**config.mk**
```make
export PLATFORM = sky130hd
export DESIGN_NAME = ram_stream_reader
export DESIGN_NICKNAME = d
export VERILOG_FILES = /design/src/rtl/minos_ram_pkg.sv /design/src/rtl/ram_rd_fifo.sv /design/src/rtl/ram_stream_reader.sv
export SDC_FILE = /design/constraint.sdc
export NUM_CORES = 1
export LEC_CHECK = 0
export CAP_MARGIN = 20
export CORE_MARGIN = 5
export CORE_UTILIZATION = 53
export DETAILED_ROUTE_END_ITERATION = 6
export GPL_TIMING_DRIVEN = 0
export HOLD_SLACK_MARGIN = 0.03
export PLACE_DENSITY_LB_ADDON = 0.1
export SLEW_MARGIN = 20
export SYNTH_ARGS = -nofsm -noshare
export SYNTH_HDL_FRONTEND = slang
export SYNTH_HIERARCHICAL = 1
export SYNTH_SLANG_ARGS = --single-unit
export TNS_END_PERCENT = 100
```
**constraint.sdc**
```tcl
create_clock -name CLK -period 7.6 [get_ports CLK]
set_input_delay 1.9 -clock CLK [delete_from_list [all_inputs] [get_ports CLK]]
set_output_delay 1.9 -clock CLK [all_outputs]
set_load 0.01 [all_outputs]
```
**src/rtl/minos_ram_pkg.sv**
```systemverilog
// Shared parameters and FSM state encoding for the 2048x8 RAM unit and its stream reader.
package minos_ram_pkg;
  localparam int RAM_ADDR_W = 11;
  localparam int RAM_DATA_W = 8;
  localparam int RAM_LEN_W  = 12;

  typedef enum logic [1:0] {
    IDLE  = 2'd0,
    RUN   = 2'd1,
    DRAIN = 2'd2
  } rd_state_e;
endpackage

```
**src/rtl/ram_rd_fifo.sv**
```systemverilog
// Two-entry FIFO for read-return data; zero-latency head on pop_data.
// Push is dropped only when full with no pop; push and pop together on full keep count unchanged.
module ram_rd_fifo
  import minos_ram_pkg::*;
#(
  parameter int DATA_W = RAM_DATA_W
) (
  input  logic              CLK,
  input  logic              RSTn,
  input  logic              push,
  input  logic [DATA_W-1:0] push_data,
  input  logic              pop,
  output logic [DATA_W-1:0] pop_data,
  output logic              full,
  output logic              empty,
  output logic [1:0]        count
);

  logic [DATA_W-1:0] mem [2];
  logic              wr_ptr;
  logic              rd_ptr;
  logic [1:0]        cnt;
  logic              do_push;
  logic              do_pop;

  assign empty    = (cnt == 2'd0);
  assign full     = (cnt == 2'd2);
  assign count    = cnt;
  assign pop_data = mem[rd_ptr];

  // On full, a same-cycle pop frees the slot the push is about to overwrite.
  assign do_pop  = pop && !empty;
  assign do_push = push && (!full || do_pop);

  always_ff @(posedge CLK or negedge RSTn) begin
    if (!RSTn) begin
      mem[0] <= '0;
      mem[1] <= '0;
      wr_ptr <= 1'b0;
      rd_ptr <= 1'b0;
      cnt    <= 2'd0;
    end else begin
      if (do_push) begin
        mem[wr_ptr] <= push_data;
        wr_ptr      <= !wr_ptr;
      end
      if (do_pop) begin
        rd_ptr <= !rd_ptr;
      end
      cnt <= cnt + {1'b0, do_push} - {1'b0, do_pop};
    end
  end

endmodule

```
**src/rtl/ram_stream_reader.sv**
```systemverilog
// Walks a RAM address range on port B and streams the bytes out valid/ready, one per cycle
// when unstalled; first byte 3 cycles after START, issue throttled by buffer credit under backpressure.
module ram_stream_reader
  import minos_ram_pkg::*;
#(
  parameter int ADDR_W = RAM_ADDR_W,
  parameter int DATA_W = RAM_DATA_W,
  parameter int LEN_W  = RAM_LEN_W
) (
  input  logic              CLK,
  input  logic              RSTn,
  input  logic              START,
  input  logic [ADDR_W-1:0] START_ADDR,
  input  logic [LEN_W-1:0]  LEN,
  output logic              BUSY,
  output logic              DONE,
  output logic              ENB,
  output logic              WEB,
  output logic [ADDR_W-1:0] ADDRB,
  output logic [DATA_W-1:0] DINB,
  input  logic [DATA_W-1:0] DOUTB,
  output logic              M_VALID,
  output logic [DATA_W-1:0] M_DATA,
  input  logic              M_READY
);

  rd_state_e         state;
  logic [ADDR_W-1:0] addr;
  logic [ADDR_W-1:0] addrb_q;
  logic [LEN_W-1:0]  remaining;
  logic              inflight;
  logic              busy_q;
  logic              done_q;
  logic              issue;
  logic              pop;
  logic              drained;
  logic [1:0]        fifo_count;
  logic              fifo_full;
  logic              fifo_empty;

  assign M_VALID = !fifo_empty;
  assign pop     = M_VALID && M_READY;

  // Occupancy after this cycle's return and pop must leave room for the read issued now.
  assign issue = (state == RUN) && (remaining != '0) &&
                 (({1'b0, fifo_count} + {2'b00, inflight}) < (3'd2 + {2'b00, pop}));

  assign drained = !inflight && (fifo_count == {1'b0, pop});

  assign ENB   = issue;
  assign ADDRB = issue ? addr : addrb_q;
  assign WEB   = 1'b0;
  assign DINB  = '0;
  assign BUSY  = busy_q;
  assign DONE  = done_q;

  ram_rd_fifo #(
    .DATA_W (DATA_W)
  ) u_fifo (
    .CLK       (CLK),
    .RSTn      (RSTn),
    .push      (inflight),
    .push_data (DOUTB),
    .pop       (pop),
    .pop_data  (M_DATA),
    .full      (fifo_full),
    .empty     (fifo_empty),
    .count     (fifo_count)
  );

  always_ff @(posedge CLK or negedge RSTn) begin
    if (!RSTn) begin
      state     <= IDLE;
      addr      <= '0;
      addrb_q   <= '0;
      remaining <= '0;
      inflight  <= 1'b0;
      busy_q    <= 1'b0;
      done_q    <= 1'b0;
    end else begin
      inflight <= issue;
      done_q   <= 1'b0;
      if (issue) begin
        addr      <= addr + 1'b1;
        addrb_q   <= addr;
        remaining <= remaining - 1'b1;
      end
      case (state)
        IDLE: begin
          if (START) begin
            if (LEN == '0) begin
              done_q <= 1'b1;
            end else begin
              addr      <= START_ADDR;
              remaining <= LEN;
              busy_q    <= 1'b1;
              state     <= RUN;
            end
          end
        end
        RUN: begin
          if (issue && (remaining == LEN_W'(1))) begin
            state <= DRAIN;
          end
        end
        DRAIN: begin
          // DONE is raised once the final byte leaves; BUSY drops the cycle after.
          if (done_q) begin
            busy_q <= 1'b0;
            state  <= IDLE;
          end else if (drained) begin
            done_q <= 1'b1;
          end
        end
        default: state <= IDLE;
      endcase
    end
  end

  // A return arriving into a full buffer with no pop would be lost.
  assert property (@(posedge CLK) disable iff (!RSTn) !(inflight && fifo_full && !pop));

endmodule

```
# After elaboration in Yosys (flattened, before gate mapping)
# Index checks and enable logic that the tools add are counted.
dict set report totals {
  in_bits 35
  reg_bits 59
}
dict set report classes {
  order_cmp 4
  add_sub_neg 6
  n_reduce_logical 21
  n_eq_ne 9
  bitwise_logic 2
  mux 29
}
# operator count
set ops {}
lappend ops {{$mux W11} 5}
lappend ops {{$mux W12} 4}
lappend ops {{$mux W8} 4}
lappend ops {{$bwmux W16} 1}
lappend ops {{$eq A12 B1 Y1 const B} 1}
lappend ops {{$logic_not A12 Y1} 1}
lappend ops {{$reduce_bool A12 Y1} 1}
lappend ops {{$sub A12 B1 Y12 const B} 1}
lappend ops {{$add A11 B1 Y11 const B} 1}
lappend ops {{$demux W8 S1} 1}
lappend ops {{$logic_and A1 B1 Y1} 8}
lappend ops {{$mux W2} 4}
lappend ops {{$reduce_and A4 Y1} 2}
lappend ops {{$mux W1} 7}
lappend ops {{$ne A2 B2 Y1 const B} 3}
lappend ops {{$pmux W2 S3} 1}
lappend ops {{$logic_not A1 Y1} 5}
lappend ops {{$eq A2 B2 Y1 const B} 2}
lappend ops {{$ge A2 B2 Y1 const B} 2}
lappend ops {{$logic_not A2 Y1} 2}
lappend ops {{$not A1 Y2} 2}
lappend ops {{$pmux W1 S2} 2}
lappend ops {{$add A2 B1 Y3} 1}
lappend ops {{$add A2 B1 Y3 const A} 1}
lappend ops {{9 further kinds} 9}

# Longest topological paths before layout
dict set report logic_depth {
  ltp_word 10
  depth_mapped 8
}

# Cells and area by module
# Netlist, hierarchy kept.
# module cells_per_inst area_each_um2 instances
set by_module_without_submodules {}
lappend by_module_without_submodules {ram_stream_reader 214 2150.8 1}
lappend by_module_without_submodules {ram_rd_fifo 66 928.4 1}

# Worst setup path before layout
# Ideal clock, no wire load.
dict set report synth_path {
  path_kind {input-to-output}
  startpoint {in M_READY}
  endpoint {out ADDRB[6]}
  cell_stages 5
  arrival_ns 3.166
  path_slack_ns 2.534
  n_path_buf 1
  t_required_ns 5.700
  path_cell_list {or3b_1 a21oi_4 nand2_4 buf_6 o21ai_0}
}
dict set report synth_via {
  elab_chain_len 5
}
# item line_no
set synth_lines {}
lappend synth_lines {{start: declaration} ram_stream_reader.sv:24} ;# input logic M_READY
lappend synth_lines {{$logic_and A1 B1 Y1} ram_stream_reader.sv:42} ;# assign pop = M_VALID && M_READY;
lappend synth_lines {{$add A2 B1 Y3} ram_stream_reader.sv:46} ;# (({1'b0, fifo_count} + {2'b00, inflight}) < (3'd2 + {2'b00, pop}));
lappend synth_lines {{$lt A3 B3 Y1} ram_stream_reader.sv:46}
lappend synth_lines {{$logic_and A1 B1 Y1} ram_stream_reader.sv:45} ;# assign issue = (state == RUN) && (remaining != '0) &&
lappend synth_lines {{$mux W11} -}
lappend synth_lines {{end: declaration} ram_stream_reader.sv:19} ;# output logic [ADDR_W-1:0] ADDRB,
# No other way between the ends.

# Worst setup path in the final report
# Ends and elaborated chain as after synthesis.

==> results.md <==
- Relative slew slack: 0.496
- Die ar.: about 0.0074 mm²
- YS warnings: 6
- Cts hold-fix bufs: 0
- Worst hold path class: register to register
- Post-CTS setup buffer count: 0
- Final nets: 397
- Peak supply drop: roughly 0.32 mV
- DR WL/cell: 15.0 µm
- F_max: 0.162 GHz
- Tcrit/Tclk final: 0.811
- Final Setup Violations: 0
- Initial Utilization: 0.551
- Core area: 0.00557 mm²
- Slowest CP cell: clkdlybuf4s50_1
- Mapped Cells: 279
- Arrival time at the worst endpoint: 4260 ps
- Clk root buf: clkbuf_8
- Actual slew at the worst max-slew pin: 755 ps
- I/O pins: 67
- # resized after CTS: 0
- CP Cell Sequence: clkdlybuf4s50_1 > or3b_1 > a21oi_4 > nand2_4 > buf_6 > o21ai_0 > clkdlybuf4s50_1
- RSZ-0062 raised after global routing: no
- H-tree Lvls: 3
- Drt total wl: 6470 µm
- Initial antenna violation count: 0
- GPL Wtd Cong: 0.803
- First-pass DRT Iterations: 4
- Via density: 5.34
- Pwr dens: 461 mW/mm²
- HPWL Detailed: 4640 µm
- Vias: 2308
- Worst setup margin: 1440 ps
- Clock sink total: 59
- DP Worst Slack: between 1000 and 1500 ps
- Vias in the first global route: around 2300
- Iteration-0 DRC Markers: 80
- Num rows: 27
- Post-DRT Antenna Nets: 0
- Most frequent CP cell: clkdlybuf4s50_1
- Leakage Power: around 1.7 nW
- DIE HEIGHT: between 80 and 90 µm
- Clk_lat worst skew: 330 ps
- Global-route wire length before repair: 11000 µm
- Overall routing resource usage: 0.189
- Fin. Hold Viols: 0
- Area growth syn-to-layout: 29.6%
- Clock-pin slew on the worst setup and hold paths: 60 ps
- Max FO, Critical Path: 10
- Clk_skew: 6.76 ps
- CTS tree: done
- Chip width: 86.1 µm
- CP Class: primary input to primary output
- Required @ worst endpoint: 5700 ps
- Port buffer count: 57
- Max clock buf depth: 2
- Setup TNS Final: 0 ps
- Share of layout cells above drive strength 1: 0.217
- Syn Std Cell Area: between 0.003 and 0.004 mm²
- Total global routing overflow: 0
- Final Critical Period: 6160 ps
- Max-Cap Viols: 0
- CP startpoint kind: primary input
- CTS buffer count: 9
- CP endpoint kind: primary output
- Drt drc: 0
- Syn avg cell area: 11.0 µm²
- Antenna Cells: 0
- Final count of pins violating max slew: 0
- Crit-path max cell delay: between 600 and 700 ps
- Largest net degree at the start of global routing: 59
- Status: finished clean
## critical path, delay by kind of cell
family | cells | cell delay [ps]
and+or+nand+nor | 2 | 560
AOI/OAI and AO/OA | 2 | 540
buffers and inverters | 3 | 1240
## routing by layer
layer	wire length [µm]	part of all wire	global-route usage
met1	2940	0.45	0.254
met2	3040	0.47	0.291
met3	428	0.066	0.0634
met4	53	0.0082	0.0561
met5	0	0	0
## stage by stage
| step | cell area [µm²] | util | cells | total power, mW | hold slack [ps] |
|---|---|---|---|---|---|
| after floorplan | 3100 | - | 287 | 1.20 | 475 |
| after global placement | 3760 | 0.675 | 416 | 1.53 | 474 |
| after detailed placement | 3790 | 0.680 | 417 | 1.56 | 480 |
| after CTS | 3980 | 0.714 | 432 | 1.85 | 495 |
| after global routing | 3980 | 0.714 | 432 | 1.98 | 516 |
| final | 3980 | 0.714 | 432 | 1.84 | 491 |
## final timing paths
check	startpoint	end	slack [ps]	cells after the start
worst max-delay path	M_READY	ADDRB[6]	1440	7
worst min-delay path	addrb_q[9]$_DFF_PN0_	addrb_q[9]$_DFF_PN0_	490	1
worst max register to register	u_fifo/count[0]$_DFF_PN0_	remaining[5]$_DFF_PN0_	5030	7
worst min register to register	addrb_q[9]$_DFF_PN0_	addrb_q[9]$_DFF_PN0_	490	1
max in group asynchronous	RSTn	remaining[10]$_DFF_PN0_	5790	2
min in group asynchronous	RSTn	u_fifo/mem[0]$_DFFE_PN0P_	1360	1
## layout make-up
class	instances	area (µm²)
Multi-Input combinational cell	202	1470
Fill cell	465	1590
Timing Repair Buffer	58	596
Clock inverter	2	35.0
Tap cell	72	90.1
Inverter	9	33.8
Clock buffer	13	159
Sequential cell	59	1480
Buffer	17	123
## cell usage in the layout, fill, tap and decap left out, types with 3 or more instances in the layout
cell	instances
nor4_1	5
buf_6	3
inv_1	9
and3_1	3
nand3_1	11
clkbuf_8	11
nand2_1	24
or3_1	6
o21ai_0	15
dfrtp_1	59
o211ai_1	3
a31oi_1	6
o21ai_1	9
buf_4	10
mux2_2	34
clkbuf_1	5
clkdlybuf4s50_1	56
conb_1	9
nor2_1	13
ha_1	6
xnor2_1	6
xor2_1	11
nand4_1	7
and2_1	3
## state kept, by name (all words and copies together), names as in the netlist
register	flops
u_fifo/mem	16
DONE	1
addr	11
state	2
inflight	1
u_fifo/wr_ptr	1
addrb_q	11
u_fifo/rd_ptr	1
remaining	12
BUSY	1
u_fifo/count	2
## power breakdown
| group | internal, mW | switching, mW | total [mW] |
|---|---|---|---|
| logic | 0.530 | 0.433 | 0.963 |
| clock network | 0.167 | 0.114 | 0.282 |
| registers | 0.471 | 0.120 | 0.592 |
No activity file was read; power rests on OpenSTA's default activity.
